**config.mk**
```make
export PLATFORM = sky130hd
export DESIGN_NAME = alu_control_unit_flat
export DESIGN_NICKNAME = d
export VERILOG_FILES = /design/src/rtl/alu_control_unit_pkg.sv /design/src/rtl/alu_control_unit_if.sv /design/src/rtl/alu_control_unit_multu_sequencer.sv /design/src/rtl/alu_control_unit.sv /design/src/flat_wrapper.sv
export SDC_FILE = /design/constraint.sdc
export NUM_CORES = 1
export LEC_CHECK = 0
export BUFFER_PORTS_ARGS = -buffer_cell sky130_fd_sc_hd__buf_2
export CAP_MARGIN = 5
export CORE_ASPECT_RATIO = 1.2
export CORE_MARGIN = 10
export CORE_UTILIZATION = 44
export CTS_CLUSTER_DIAMETER = 30
export DETAILED_ROUTE_END_ITERATION = 12
export MAX_ROUTING_LAYER = met4
export PLACE_DENSITY = 0.83
export SLEW_MARGIN = 20
export SYNTH_ARGS = -nofsm -noshare
export SYNTH_HDL_FRONTEND = slang
export SYNTH_SLANG_ARGS = --single-unit
export TNS_END_PERCENT = 1
```
**constraint.sdc**
```tcl
create_clock -name Clk -period 1.48 [get_ports Clk]
set_input_delay 0.222 -clock Clk [delete_from_list [all_inputs] [get_ports Clk]]
set_output_delay 0.222 -clock Clk [all_outputs]
set_load 0.005 [all_outputs]
```
**src/rtl/alu_control_unit_pkg.sv**
```systemverilog
`default_nettype none
// ============================================================================
//  Module   : alu_ctrl_pkg
//  Purpose  : Shared definitions for the EX-stage ALU control unit.
//             Holds the ALUOp, Funct, ALU operation and result-select codes,
//             the MULTU control-bit positions, the multiplier sequencer
//             state type and a helper that maps a state to its control word.
//  Ports    : none (package)
//  Revision : 1.0  initial release
// ============================================================================
package alu_ctrl_pkg;

  // ALUOp field driven by the main control unit
  localparam logic [1:0] ALUOP_MEM    = 2'b00;  // load/store address add
  localparam logic [1:0] ALUOP_BRANCH = 2'b01;  // branch compare subtract
  localparam logic [1:0] ALUOP_RTYPE  = 2'b10;  // decode on Funct
  localparam logic [1:0] ALUOP_RSVD   = 2'b11;  // reserved, treated as add

  // R-type function field codes
  localparam logic [5:0] FUNCT_ADD   = 6'b100000;
  localparam logic [5:0] FUNCT_SUB   = 6'b100010;
  localparam logic [5:0] FUNCT_AND   = 6'b100100;
  localparam logic [5:0] FUNCT_OR    = 6'b100101;
  localparam logic [5:0] FUNCT_SLT   = 6'b101010;
  localparam logic [5:0] FUNCT_SRL   = 6'b000010;
  localparam logic [5:0] FUNCT_MFHI  = 6'b010000;
  localparam logic [5:0] FUNCT_MFLO  = 6'b010010;
  localparam logic [5:0] FUNCT_MULTU = 6'b011001;

  // ALU operation codes
  typedef enum logic [2:0] {
    ALU_AND = 3'b000,
    ALU_OR  = 3'b001,
    ALU_ADD = 3'b010,
    ALU_SUB = 3'b110,
    ALU_SLT = 3'b111
  } alu_op_e;

  // Result multiplexer select
  typedef enum logic [1:0] {
    SEL_ALU   = 2'b00,
    SEL_SHIFT = 2'b01,
    SEL_HI    = 2'b10,
    SEL_LO    = 2'b11
  } sel_e;

  // Bit positions inside the 6-bit MULTU control word
  localparam int MOP_BUSY  = 5;
  localparam int MOP_INIT  = 4;
  localparam int MOP_ADDEN = 3;
  localparam int MOP_SHIFT = 2;
  localparam int MOP_WRHL  = 1;
  localparam int MOP_DONE  = 0;

  // Default number of shift-add iterations (operand width)
  localparam int MULT_STEPS_DEFAULT = 32;

  // Multiplier sequencer states
  typedef enum logic [1:0] {
    IDLE = 2'b00,
    INIT = 2'b01,
    RUN  = 2'b10,
    DONE = 2'b11
  } mseq_state_e;

  // Control word presented while the sequencer sits in a given state.
  function automatic logic [5:0] mop_encode(input mseq_state_e s);
    logic [5:0] w;
    w = '0;
    case (s)
      INIT: begin
        w[MOP_BUSY] = 1'b1;
        w[MOP_INIT] = 1'b1;
      end
      RUN: begin
        // AddEn is only an enable; the datapath gates it with the multiplier LSB
        w[MOP_BUSY]  = 1'b1;
        w[MOP_ADDEN] = 1'b1;
        w[MOP_SHIFT] = 1'b1;
      end
      DONE: begin
        w[MOP_BUSY] = 1'b1;
        w[MOP_WRHL] = 1'b1;
        w[MOP_DONE] = 1'b1;
      end
      default: w = '0;
    endcase
    return w;
  endfunction

endpackage
`default_nettype wire

```
**src/rtl/alu_control_unit_if.sv**
```systemverilog
`default_nettype none
// ============================================================================
//  Module   : alu_control_unit_if
//  Purpose  : Bundle of the decode inputs and control outputs of the ALU
//             control unit.
//  Signals  : ALUOp          [1:0]  main-control operation class
//             Funct          [5:0]  R-type function field
//             Sel            [1:0]  result mux select
//             ALUOperation   [2:0]  ALU operation code
//             MULTUOperation [5:0]  multiplier control word
//  Modports : master - pipeline side (drives ALUOp/Funct)
//             slave  - control unit side (drives the control outputs)
//  Revision : 1.0  initial release
// ============================================================================
interface alu_control_unit_if;

  logic [1:0] ALUOp;
  logic [5:0] Funct;
  logic [1:0] Sel;
  logic [2:0] ALUOperation;
  logic [5:0] MULTUOperation;

  modport master (
    output ALUOp,
    output Funct,
    input  Sel,
    input  ALUOperation,
    input  MULTUOperation
  );

  modport slave (
    input  ALUOp,
    input  Funct,
    output Sel,
    output ALUOperation,
    output MULTUOperation
  );

endinterface
`default_nettype wire

```
**src/rtl/alu_control_unit_multu_sequencer.sv**
```systemverilog
`default_nettype none
// ============================================================================
//  Module   : multu_sequencer
//  Purpose  : Clocked controller for the shift-add unsigned multiplier.
//             A rising edge on req while idle launches one INIT cycle,
//             MULT_STEPS RUN cycles and one DONE cycle, then returns idle.
//  Ports    : Clk             in   1  system clock
//             Rst             in   1  synchronous active-high reset
//             req             in   1  MULTU decoded in EX (level)
//             MULTUOperation  out  6  registered control word of current state
//  Revision : 1.0  initial release
// ============================================================================
module multu_sequencer
  import alu_ctrl_pkg::*;
#(
  parameter int MULT_STEPS = MULT_STEPS_DEFAULT
) (
  input  logic       Clk,
  input  logic       Rst,
  input  logic       req,
  output logic [5:0] MULTUOperation
);

  localparam int CNT_W = (MULT_STEPS > 1) ? $clog2(MULT_STEPS) : 1;
  localparam logic [CNT_W-1:0] CNT_LAST = CNT_W'(MULT_STEPS - 1);
  localparam logic [CNT_W-1:0] CNT_ONE  = CNT_W'(1);

  mseq_state_e      state;
  mseq_state_e      state_next;
  logic [CNT_W-1:0] cnt;
  logic [CNT_W-1:0] cnt_next;
  logic             req_q;
  logic             start;
  logic [5:0]       mop_q;

  // Edge detect: a request that is simply held high never retriggers.
  assign start = req & ~req_q;

  always_ff @(posedge Clk) begin
    if (Rst) begin
      state <= IDLE;
      cnt   <= '0;
      req_q <= 1'b0;
      mop_q <= '0;
    end else begin
      state <= state_next;
      cnt   <= cnt_next;
      req_q <= req;
      // Registered alongside the state so the output always matches it
      mop_q <= mop_encode(state_next);
    end
  end

  always_comb begin
    state_next = state;
    cnt_next   = cnt;
    case (state)
      IDLE: begin
        // Requests arriving in any other state are dropped, not queued
        if (start) begin
          state_next = INIT;
          cnt_next   = '0;
        end
      end
      INIT: begin
        state_next = RUN;
        cnt_next   = '0;
      end
      RUN: begin
        cnt_next = cnt + CNT_ONE;
        if (cnt == CNT_LAST) begin
          state_next = DONE;
        end
      end
      DONE: begin
        state_next = IDLE;
      end
      default: begin
        state_next = IDLE;
        cnt_next   = '0;
      end
    endcase
  end

  assign MULTUOperation = mop_q;

endmodule
`default_nettype wire

```
**src/rtl/alu_control_unit.sv**
```systemverilog
`default_nettype none
// ============================================================================
//  Module   : alu_control_unit
//  Purpose  : EX-stage control decoder. Combinationally maps ALUOp/Funct to
//             the ALU operation and the result-source select, and drives the
//             MULTU sequencer that controls the shift-add multiplier.
//  Ports    : Clk   in      1  system clock
//             Rst   in      1  synchronous active-high reset
//             bus   slave      ALUOp/Funct in; Sel/ALUOperation/
//                              MULTUOperation out
//  Revision : 1.0  initial release
// ============================================================================
module alu_control_unit
  import alu_ctrl_pkg::*;
#(
  parameter int MULT_STEPS = MULT_STEPS_DEFAULT
) (
  input  logic               Clk,
  input  logic               Rst,
  alu_control_unit_if.slave  bus
);

  alu_op_e    alu_operation;
  sel_e       sel;
  logic       multu_req;
  logic [5:0] multu_operation;

  // Pure decode: independent of Rst, so it tracks the inputs even in reset.
  always_comb begin
    alu_operation = ALU_ADD;
    sel           = SEL_ALU;
    case (bus.ALUOp)
      ALUOP_BRANCH: alu_operation = ALU_SUB;
      ALUOP_RTYPE: begin
        case (bus.Funct)
          FUNCT_ADD:   alu_operation = ALU_ADD;
          FUNCT_SUB:   alu_operation = ALU_SUB;
          FUNCT_AND:   alu_operation = ALU_AND;
          FUNCT_OR:    alu_operation = ALU_OR;
          FUNCT_SLT:   alu_operation = ALU_SLT;
          FUNCT_SRL:   sel           = SEL_SHIFT;
          FUNCT_MFHI:  sel           = SEL_HI;
          FUNCT_MFLO:  sel           = SEL_LO;
          // MULTU leaves the ALU path idle; the result lands in HI/LO later
          FUNCT_MULTU: alu_operation = ALU_ADD;
          default:     alu_operation = ALU_ADD;
        endcase
      end
      // Load/store and the reserved code both fall back to an add
      ALUOP_MEM,
      ALUOP_RSVD:  alu_operation = ALU_ADD;
      default:     alu_operation = ALU_ADD;
    endcase
  end

  assign multu_req = (bus.ALUOp == ALUOP_RTYPE) && (bus.Funct == FUNCT_MULTU);

  multu_sequencer #(
    .MULT_STEPS (MULT_STEPS)
  ) u_multu_sequencer (
    .Clk            (Clk),
    .Rst            (Rst),
    .req            (multu_req),
    .MULTUOperation (multu_operation)
  );

  assign bus.ALUOperation   = alu_operation;
  assign bus.Sel            = sel;
  assign bus.MULTUOperation = multu_operation;

endmodule
`default_nettype wire

```
**src/flat_wrapper.sv**
```systemverilog
// flat-port wrapper written by rule: the top's interface ports become plain ports
module alu_control_unit_flat import alu_ctrl_pkg::*;
#(
  parameter int MULT_STEPS = MULT_STEPS_DEFAULT
)
  (Clk, Rst, bus_ALUOp, bus_Funct, bus_Sel, bus_ALUOperation, bus_MULTUOperation);
  alu_control_unit_if bus_i ();
  input  logic Clk;
  input  logic Rst;
  input wire logic [$bits(bus_i.ALUOp)-1:0] bus_ALUOp;
  input wire logic [$bits(bus_i.Funct)-1:0] bus_Funct;
  output wire logic [$bits(bus_i.Sel)-1:0] bus_Sel;
  output wire logic [$bits(bus_i.ALUOperation)-1:0] bus_ALUOperation;
  output wire logic [$bits(bus_i.MULTUOperation)-1:0] bus_MULTUOperation;
  assign bus_i.ALUOp = bus_ALUOp;
  assign bus_i.Funct = bus_Funct;
  assign bus_Sel = bus_i.Sel;
  assign bus_ALUOperation = bus_i.ALUOperation;
  assign bus_MULTUOperation = bus_i.MULTUOperation;
  alu_control_unit #(.MULT_STEPS(MULT_STEPS)) u_core (.Clk(Clk), .Rst(Rst), .bus(bus_i));
endmodule
```
Word-level counts from Yosys, hierarchy flattened:

Index checks and enable logic that the tools add are counted.

* flip-flop bits (word level): 14
* output and inout bits: 11

* add/sub/neg operators: 1
* equality and inequality tests: 19
* muxes and demuxes: 13
* bitwise operators: 2
* reduce and logical (&&, ||, !) cells: 7

Operators by type and width (count)
* == test 6 bit, second input constant: 4
* == test 6 x 5 -> 1 bit, second input constant: 3
* one-hot mux 5 bit (3 select lines): 1
* == test 2 bit, second input constant: 6
* one-hot mux 3 bit (4 select lines): 1
* 2-to-1 mux 2 bit: 5
* one-hot mux 3 bit (3 select lines): 1
* one-hot mux 2 bit (4 select lines): 1
* == test 2 x 1 -> 1 bit, second input constant: 3
* == test 6 x 2 -> 1 bit, second input constant: 1
* one-hot mux 2 bit (3 select lines): 1
* adder 5 x 1 -> 5 bit, second input constant: 1
* == test 5 bit, second input constant: 1
* 2-to-1 mux 5 bit: 1
* logical NOT 2 bit: 2
* nonzero test 3 bit: 1
* OR reduction 3 bit: 1
* 2-to-1 mux 1 bit: 2
* inequality test 2 bit, second input constant: 1
* AND reduction 2 bit: 1
* OR reduction 2 bit: 1
* AND 1 bit: 1
* logical AND 1 bit: 1
* inverter 1 bit: 1

Logic depth before layout (Yosys ltp):

Gate-level depths: netlist of run 1.

* word-level depth: 8
* gate-level depth with buffers: 7
* depth with buffers taken out: 7

Cells and area by module:

A second synthesis of run 1 with hierarchy kept.

* cells, all modules: 74
* area total of the unflattened synthesis: 706.9 sq um

Modules (own cells, without submodules)
* multu_sequencer: instances 1, cells each 56, area an instance 555.5 sq um
* alu_control_unit: instances 1, cells each 18, area an instance 151.4 sq um

Worst setup path before layout of run 1:

Ideal clock, no wire load.

* path type: input-to-reg
* start point: input bus_ALUOp[0]
* end point: register u_core.u_multu_sequencer.cnt[3]
* setup time: 0.074 ns
* arrival: 1.428 ns
* required time: 1.406 ns
* setup slack: -0.022 ns
* cell stages on the path: 6
* path through: inv_1 > ha_1 > and4bb_4 > nand3_2 > or4_1 > a31oi_1

* word-level cells in the longest chain between the ends: 5

RTL lines
* from (decl): RTL line flat_wrapper.sv:10 `input wire logic [$bits(bus_i.ALUOp)-1:0] bus_ALUOp;`
* == test 2 bit: RTL line alu_control_unit.sv:56 `assign multu_req = (bus.ALUOp == ALUOP_RTYPE) && (bus.Funct == FUNCT_MULTU);`
* logical AND 1 bit: RTL line alu_control_unit.sv:56
* AND 1 bit: RTL line alu_control_unit_multu_sequencer.sv:37 `assign start = req & ~req_q;`
* inequality test 2 bit (no line)
* AND reduction 2 bit (no line)
* to (signal assigned): RTL line alu_control_unit_multu_sequencer.sv:47 `cnt <= cnt_next;`
* to (decl): RTL line alu_control_unit_multu_sequencer.sv:30 `logic [CNT_W-1:0] cnt;`

Every way passes these cells.
A chain may end at the register's enable or synchronous reset.

Final worst setup path of run 1:

* start point: register u_core.u_multu_sequencer.cnt[0]
* end point: register u_core.u_multu_sequencer.mop_q[3], in the netlist u_core.u_multu_sequencer.MULTUOperation[3]

* word-level cells in the longest chain between the ends: 5

RTL lines
* == test 5 bit: RTL line alu_control_unit_multu_sequencer.sv:71 `if (cnt == CNT_LAST) begin`
* 2-to-1 mux 2 bit: RTL line alu_control_unit_multu_sequencer.sv:71
* one-hot mux 2 bit (4 select lines): RTL line alu_control_unit_multu_sequencer.sv:57 `case (state)`
* == test 2 bit: RTL line alu_control_unit_pkg.sv:70 `case (s)`
* 2-to-1 mux 2 bit: RTL line alu_control_unit_pkg.sv:70
* to (signal assigned): RTL line alu_control_unit_multu_sequencer.sv:50 `mop_q <= mop_encode(state_next);`
* to (decl): RTL line alu_control_unit_multu_sequencer.sv:34 `logic [5:0] mop_q;`

Every way passes these cells.

==> flow_metrics.env, run 1 <==
export IMPL_outcome="finished with violations"
export IMPL_violations="negative setup slack"
export IMPL_final_cells=135
export IMPL_fillers=109
export IMPL_min_period_ns=1.481
export IMPL_area_growth_pct=48.52
export IMPL_rows=15
export IMPL_grt_pass1_vias=752
export IMPL_htreeDepth=1
export IMPL_die_h_um=64.30
export IMPL_core_area_mm2=0.001483
export IMPL_viasPerCell=5.356
export IMPL_worstMarginPinSlew_ns=0.2793
export IMPL_port_buffers=20
export IMPL_powerDensity_mw_per_mm2=1294
export IMPL_synth_top_cell_by_area="dfxtp_1"
export IMPL_synth_async_reset_ratio_pct=0
export IMPL_min_path_type="input port to flip-flop"
export IMPL_clk_pin_slew_ns=0.08
export IMPL_max_stage_delay_ns=0.35
export IMPL_synth_cell_type_count=34
export IMPL_drc_errors=0
export IMPL_whs_endpoint="u_core.u_multu_sequencer.cnt[0]$_SDFFE_PP0P_"
export IMPL_wire_per_inst_um=16.01
export IMPL_reg2reg_from="u_core.u_multu_sequencer.cnt[0]$_SDFFE_PP0P_"
export IMPL_crit_slowest_cell="dfxtp_2"
export IMPL_setup_viol=1
export IMPL_yosys_top_cells_count="dfxtp_1, nand2_1"
export IMPL_synth_cells=81
export IMPL_grt_pass1_wl_um=3443
export IMPL_antenna_cells=0
export IMPL_gp_congestion=0.8412
export IMPL_final_cell_area_mm2=0.001069
export IMPL_path_class="flip-flop to flip-flop"
export IMPL_arrival_ns=1.71
export IMPL_path_max_fanout=5
export IMPL_root_buffer="clkbuf_4"
export IMPL_reg2regPathDepth=7
export IMPL_max_slew_margin_pct=81.34
export IMPL_p_total_mw=1.383
export IMPL_reg2reg_slack_ns=-0.001
export IMPL_die_area_mm2=0.003659
export IMPL_leakagePower_nw=0.4440
export IMPL_p_clk_share_pct=19.4
export IMPL_tritoncts_num_buffers=3
export IMPL_hold_violations=0
export IMPL_syn_num_nets=97
export IMPL_combPwrFrac_pct=51.3
export IMPL_clock_fmax_mhz=675.1
export IMPL_start_util_pct=48.52
export IMPL_ys_top_cells_by_area="dfxtp_1, ha_1, a21oi_1"
export IMPL_synth_top_area_share_pct=33.39
export IMPL_timing_final_max_slew_violations=0
export IMPL_power_frac_seq_pct=29.3
export IMPL_whs_path_depth=2
export IMPL_antenna_left=0
export IMPL_skew_ns=0.003497
export IMPL_critical_path_most_common_cell="ha_4"
export IMPL_final_net_count=135
export IMPL_rsz0062_at_grt="yes"
export IMPL_yosysMostFrequentCell="dfxtp_1"
export IMPL_r2r_end="u_core.u_multu_sequencer.MULTUOperation[3]$_SDFF_PP0_"
export IMPL_hp_start="Rst"
export IMPL_grt_max_degree=13
export IMPL_die_x_um=56.92
export IMPL_drive_gt1_share_pct=54.24
export IMPL_cts_sinks=12
export IMPL_ys_ff_latch=12
export IMPL_finalWorstSetupSlack_ns=-0.001158
export IMPL_synthFlopType="dfxtp_1"
export IMPL_ios=21
export IMPL_yosys_warnings=0
export IMPL_path_cells="ha_4 > and3_4 > ha_4 > o21a_1 > nor2_1 > a31o_2 > and2_4"
export IMPL_intPower_mw=0.9081
export IMPL_grt_overflow_total=0
export IMPL_ys_seq_area_share_pct=33.39
export IMPL_grtUsageTotal_pct=11.81
export IMPL_vias=723
export IMPL_fin_crit_sh_pct=100.1
export IMPL_dp_cells=129
export IMPL_switching_share_pct=34.34
export IMPL_synth_edff_count=0
export IMPL_synth_area_um2=719.4
export IMPL_end_kind="flip-flop"
export IMPL_maxCapViolations=0
export IMPL_dpl_hpwl_um=1478
export IMPL_cp_start_kind="flip-flop"
export IMPL_antenna_found_initial=0
export IMPL_drt_total_wl_um=2161
export IMPL_cts_buffer_depth=2
export IMPL_cts_tree="built"
export IMPL_p_sw_mw=0.4750
export IMPL_drt_first_iter_violations=13
export IMPL_place_area_um2=925.9
export IMPL_clk_latency_ns=0.28
export IMPL_drt_pass1_iter_count=7
export IMPL_avgSynthCellArea_um2=8.882
export IMPL_crit_required_ns=1.71
export IMPL_ir_worst_vdd_mv=0.7672
==> flip-flops by register name (all words and copies together), names as in the netlist <==
| signal | flops |
|---|---|
| u_core.u_multu_sequencer.cnt | 5 |
| u_core.u_multu_sequencer.state | 2 |
| u_core.u_multu_sequencer.req_q | 1 |
| u_core.u_multu_sequencer.MULTUOperation | 4 |
==> worst max path at each step <==
| stage | start | to | cells after the start | slack [ns] |
|---|---|---|---|---|
| 2_1_floorplan | u_core.u_multu_sequencer.state[0]$_SDFF_PP0_ | u_core.u_multu_sequencer.cnt[0]$_SDFFE_PP0P_ | 6 | -0.0009 |
| 5_1_grt | u_core.u_multu_sequencer.cnt[1]$_SDFFE_PP0P_ | u_core.u_multu_sequencer.MULTUOperation[3]$_SDFF_PP0_ | 7 | -0.06 |
| 3_5_place_dp | bus_ALUOp[0] | u_core.u_multu_sequencer.cnt[3]$_SDFFE_PP0P_ | 7 | -0.13 |
| 4_1_cts | u_core.u_multu_sequencer.cnt[0]$_SDFFE_PP0P_ | u_core.u_multu_sequencer.MULTUOperation[5]$_SDFF_PP0_ | 7 | 0.01 |
| 6_report | u_core.u_multu_sequencer.cnt[0]$_SDFFE_PP0P_ | u_core.u_multu_sequencer.MULTUOperation[3]$_SDFF_PP0_ | 7 | -0.001 |
| 3_3_place_gp | bus_ALUOp[0] | u_core.u_multu_sequencer.cnt[3]$_SDFFE_PP0P_ | 7 | -0.09 |
==> per-layer routing <==
layer | wire length (um) | global-route usage [%] | vias up
met5 | 0 | - | -
li1 | - | - | 366
met3 | 192 | 4.743 | 3
met1 | 733 | 11.25 | 330
met2 | 1210 | 20.38 | 24
met4 | 24 | 5.294 | 0
==> worst max-delay path: cells and delay by family (launching register included) <==
family,cells,cell delay [ns]
simple gates,3,0.43
fa+ha+maj,2,0.30
flops,1,0.35
compound gates,2,0.36
==> cell usage in the layout (no fill, tap or decap), drive strengths merged, types with 2 or more instances in the layout <==
cell type,instances
a21oi,6
buf,37
clkbuf,4
dfxtp,12
ha,6
inv,6
nand2,7
nand3,4
nand3b,3
nor2,6
nor2b,3
nor3,3
nor4b,2
==> power groups by stage <==
stage                     combinational [mW]  clock [mW]  sequential [mW]
after detailed placement               0.533           0            0.401
after global routing                   0.770       0.292            0.413
after floorplan                        0.311           0            0.406
after CTS                              0.636       0.269            0.400
after global placement                 0.508           0            0.398
final                                  0.709       0.269            0.405
==> layout make-up <==
class	instances	area, um^2	area share [%]
multi-input combinational	59	515.5	48.24
sequential	12	245.2	22.95
timing repair buffer	37	227.7	21.31
clock buffer	4	36.28	3.396
inverter	6	22.52	2.108
tap	17	21.27	1.991
==> metrics by stage <==
step              TNS, ns  worst slack, ns  hold slack [ns]  utilization [%]
2_1_floorplan  -0.0008629       -0.0008629           0.2960                -
3_3_place_gp     -0.08946         -0.08946           0.4451            62.45
3_5_place_dp      -0.2498          -0.1250           0.4488            62.45
4_1_cts                 0          0.01100           0.2427            68.52
5_1_grt           -0.2812         -0.06395           0.2733            72.07
6_report        -0.001158        -0.001158           0.2532            72.07
==> logic make-up (layout without fill, tap and decap cells) <==
group,after synthesis,count (layout),share of synthesized area (%)
buffers and inverters,10,47,8.694
AOI/OAI and AO/OA,15,15,14.79
DFF,12,12,33.39
adders and majority gates,6,6,10.43
and+or+nand+nor,38,38,32.70
==> what timing repair did <==
| item | in CTS | in global routing |
|---|---|---|
| resized for setup | 13 | 10 |
| setup buffers | 2 | 0 |
| pin swaps | 3 | 8 |
| endpoints found under the setup margin | 7 | 10 |
| hold buffers | 0 | 0 |
| cloned | 0 | 0 |
Power figures use the tool's default switching activity.
==> run 2, diff against run 1 <==
--- a/config.mk
+++ b/config.mk
@@ -7,13 +7,15 @@
 export LEC_CHECK = 0
 export BUFFER_PORTS_ARGS = -buffer_cell sky130_fd_sc_hd__buf_2
 export CAP_MARGIN = 5
+export CELL_PAD_IN_SITES_DETAIL_PLACEMENT = 2
+export CELL_PAD_IN_SITES_GLOBAL_PLACEMENT = 2
 export CORE_ASPECT_RATIO = 1.2
 export CORE_MARGIN = 10
-export CORE_UTILIZATION = 44
+export CORE_UTILIZATION = 26
 export CTS_CLUSTER_DIAMETER = 30
 export DETAILED_ROUTE_END_ITERATION = 12
 export MAX_ROUTING_LAYER = met4
-export PLACE_DENSITY = 0.83
+export PLACE_DENSITY = 0.84
 export SLEW_MARGIN = 20
 export SYNTH_ARGS = -nofsm -noshare
 export SYNTH_HDL_FRONTEND = slang
==> run 2 against run 1 <==
  * The flow still finishes with violations (negative setup slack)
  * Routed wire length rose by 26%
  * Count of clock-buffer cells in the layout unchanged
  * Sequential power is essentially flat
==> flow_metrics.env, run 2 (synthesized netlist as in run 1, its figures left out) <==
export IMPL_viasPerCell=4.980
export IMPL_grt_use_met1_pct=10.86
export IMPL_core_area_mm2=0.002603
export IMPL_root_buffer="clkbuf_4"
export IMPL_antenna_left=0
export IMPL_setup_viol=2
export IMPL_rows=20
export IMPL_reg2reg_slack_ns=-0.03
export IMPL_max_slew_margin_pct=81.45
export IMPL_rsz0062_at_grt="yes"
export IMPL_vias=752
export IMPL_drive_gt1_share_pct=57.63
export IMPL_drt_total_wl_um=2714
export IMPL_timing_final_max_slew_violations=0
export IMPL_grt_use_met3_pct=3.448
export IMPL_dpl_worst_slack_ns=-0.1877
export IMPL_die_area_mm2=0.005280
export IMPL_cts_sinks=12
export IMPL_violations="negative setup slack"
export IMPL_layout_commonest_cell="buf_2"
export IMPL_reg2reg_from="u_core.u_multu_sequencer.state[0]$_SDFF_PP0_"
export IMPL_hold_violations=0
export IMPL_cp_depth=6
export IMPL_die_x_um=68.02
export IMPL_leakagePower_nw=0.4499
export IMPL_path_delay_family="simple AND/OR/NAND/NOR gates"
export IMPL_post_route_util_pct=43.27
export IMPL_final_net_count=135
export IMPL_crit_slowest_cell="or3b_4"
export IMPL_die_h_um=77.63
export IMPL_finalWorstSetupSlack_ns=-0.03230
export IMPL_grtUsageTotal_pct=10.86
export IMPL_startpoint="u_core.u_multu_sequencer.state[0]$_SDFF_PP0_"
export IMPL_gp_congestion=0.7757
export IMPL_antenna_found_initial=0
export IMPL_path_buf_inv=1
export IMPL_hold_worst_slack_ns=0.2791
export IMPL_path_class="flip-flop to flip-flop"
export IMPL_crit_required_ns=1.69
export IMPL_fin_crit_sh_pct=102.2
export IMPL_skew_ns=0.007397
export IMPL_cts_tree="built"
export IMPL_grt_pass1_vias=860
export IMPL_tritoncts_num_buffers=3
export IMPL_p_total_mw=1.447
export IMPL_dpl_hpwl_um=1928
export IMPL_clk_pin_slew_ns=0.09
export IMPL_regMostFlops="u_core.u_multu_sequencer.cnt"
export IMPL_path_max_fanout=6
export IMPL_layout_common_cells="buf_2, buf_4, nand2_1, dfxtp_1"
export IMPL_ios=21
export IMPL_place_area_um2=938.4
export IMPL_drc_errors=0
export IMPL_drt_first_iter_violations=20
export IMPL_grt_pass1_wl_um=4367
export IMPL_grt_max_degree=13
export IMPL_crit_end="u_core.u_multu_sequencer.cnt[0]$_SDFFE_PP0P_"
export IMPL_clk_latency_ns=0.28
export IMPL_port_buffers=20
export IMPL_min_path_type="input port to flip-flop"
export IMPL_max_stage_delay_ns=0.41
export IMPL_powerDensity_mw_per_mm2=1285
export IMPL_drt_pass1_iter_count=3
export IMPL_min_period_ns=1.512
export IMPL_area_growth_pct=56.52
export IMPL_cts_hold_buffers=0
export IMPL_worstMarginPinSlew_ns=0.2777
export IMPL_reg2regPathDepth=6
export IMPL_ir_worst_vdd_mv=0.5675
export IMPL_end_kind="flip-flop"
export IMPL_grtUsageMet2_pct=18.66
export IMPL_grt_overflow_total=0
export IMPL_busiest_layer="met2"
export IMPL_start_util_pct=27.64
export IMPL_outcome="finished with violations"
export IMPL_htreeDepth=1
export IMPL_cp_start_kind="flip-flop"
export IMPL_wire_per_inst_um=17.97
export IMPL_r2r_end="u_core.u_multu_sequencer.cnt[0]$_SDFFE_PP0P_"
export IMPL_final_cell_area_mm2=0.001126
export IMPL_maxCapViolations=0
export IMPL_cts_buffer_depth=2
export IMPL_arrival_ns=1.72
export IMPL_largest_reg_flops=5
export IMPL_antenna_cells=0
export IMPL_clock_fmax_mhz=661.2
export IMPL_path_cells="inv_2 > ha_4 > nor2b_4 > a41oi_4 > or3b_4 > a21oi_2"
run 2: cell counts in the layout (fill, tap and decap cells not counted):
No cell type changed its count.
run 2: power by group:
part	leakage (nW)	internal [mW]	switching [mW]	total, mW
combinational	0.329	0.404	0.363	0.767
sequential	0.0998	0.379	0.0242	0.404
clock	0.0210	0.150	0.127	0.277
run 2: repair_timing:
item	4_1_cts	5_1_grt
setup endpoints to repair	10	12
pin swaps	7	4
resized for setup	16	13
setup buffers	3	0
run 2: area by class of cell:
type / count / area, um^2
Multi-Input combinational cell: 59 / 551.8
Sequential cell: 12 / 246.5
Clock buffer: 4 / 36.28
Timing Repair Buffer: 37 / 227.7
Tap cell: 33 / 41.29
Inverter: 6 / 22.52
Fill cell: 292 / 1476
run 2: metal layers:
layer | part of all wire, % | vias to the layer above
li1 | - | 363
met1 | 37 | 362
met2 | 55 | 19
met3 | 5.6 | 8
met4 | 2.9 | 0
met5 | 0 | -
run 2: how the worst min path moves through the flow:
stage               depth (start not counted)                                          from                                            to
detailed placement                          2  u_core.u_multu_sequencer.cnt[4]$_SDFFE_PP0P_  u_core.u_multu_sequencer.cnt[4]$_SDFFE_PP0P_
CTS                                         2                                           Rst     u_core.u_multu_sequencer.req_q$_SDFF_PP0_
finish                                      2                                           Rst  u_core.u_multu_sequencer.state[0]$_SDFF_PP0_
global route                                2                                           Rst  u_core.u_multu_sequencer.cnt[0]$_SDFFE_PP0P_
global placement                            2  u_core.u_multu_sequencer.cnt[4]$_SDFFE_PP0P_  u_core.u_multu_sequencer.cnt[4]$_SDFFE_PP0P_
floorplan                                   1                                           Rst  u_core.u_multu_sequencer.state[1]$_SDFF_PP0_
run 2: stage by stage:
stage,cells,TNS [ns]
floorplan,81,-0.0008629
global placement,144,-0.1845
detailed placement,144,-0.8876
CTS,151,-0.06658
global route,151,-0.2728
finish,151,-0.04449
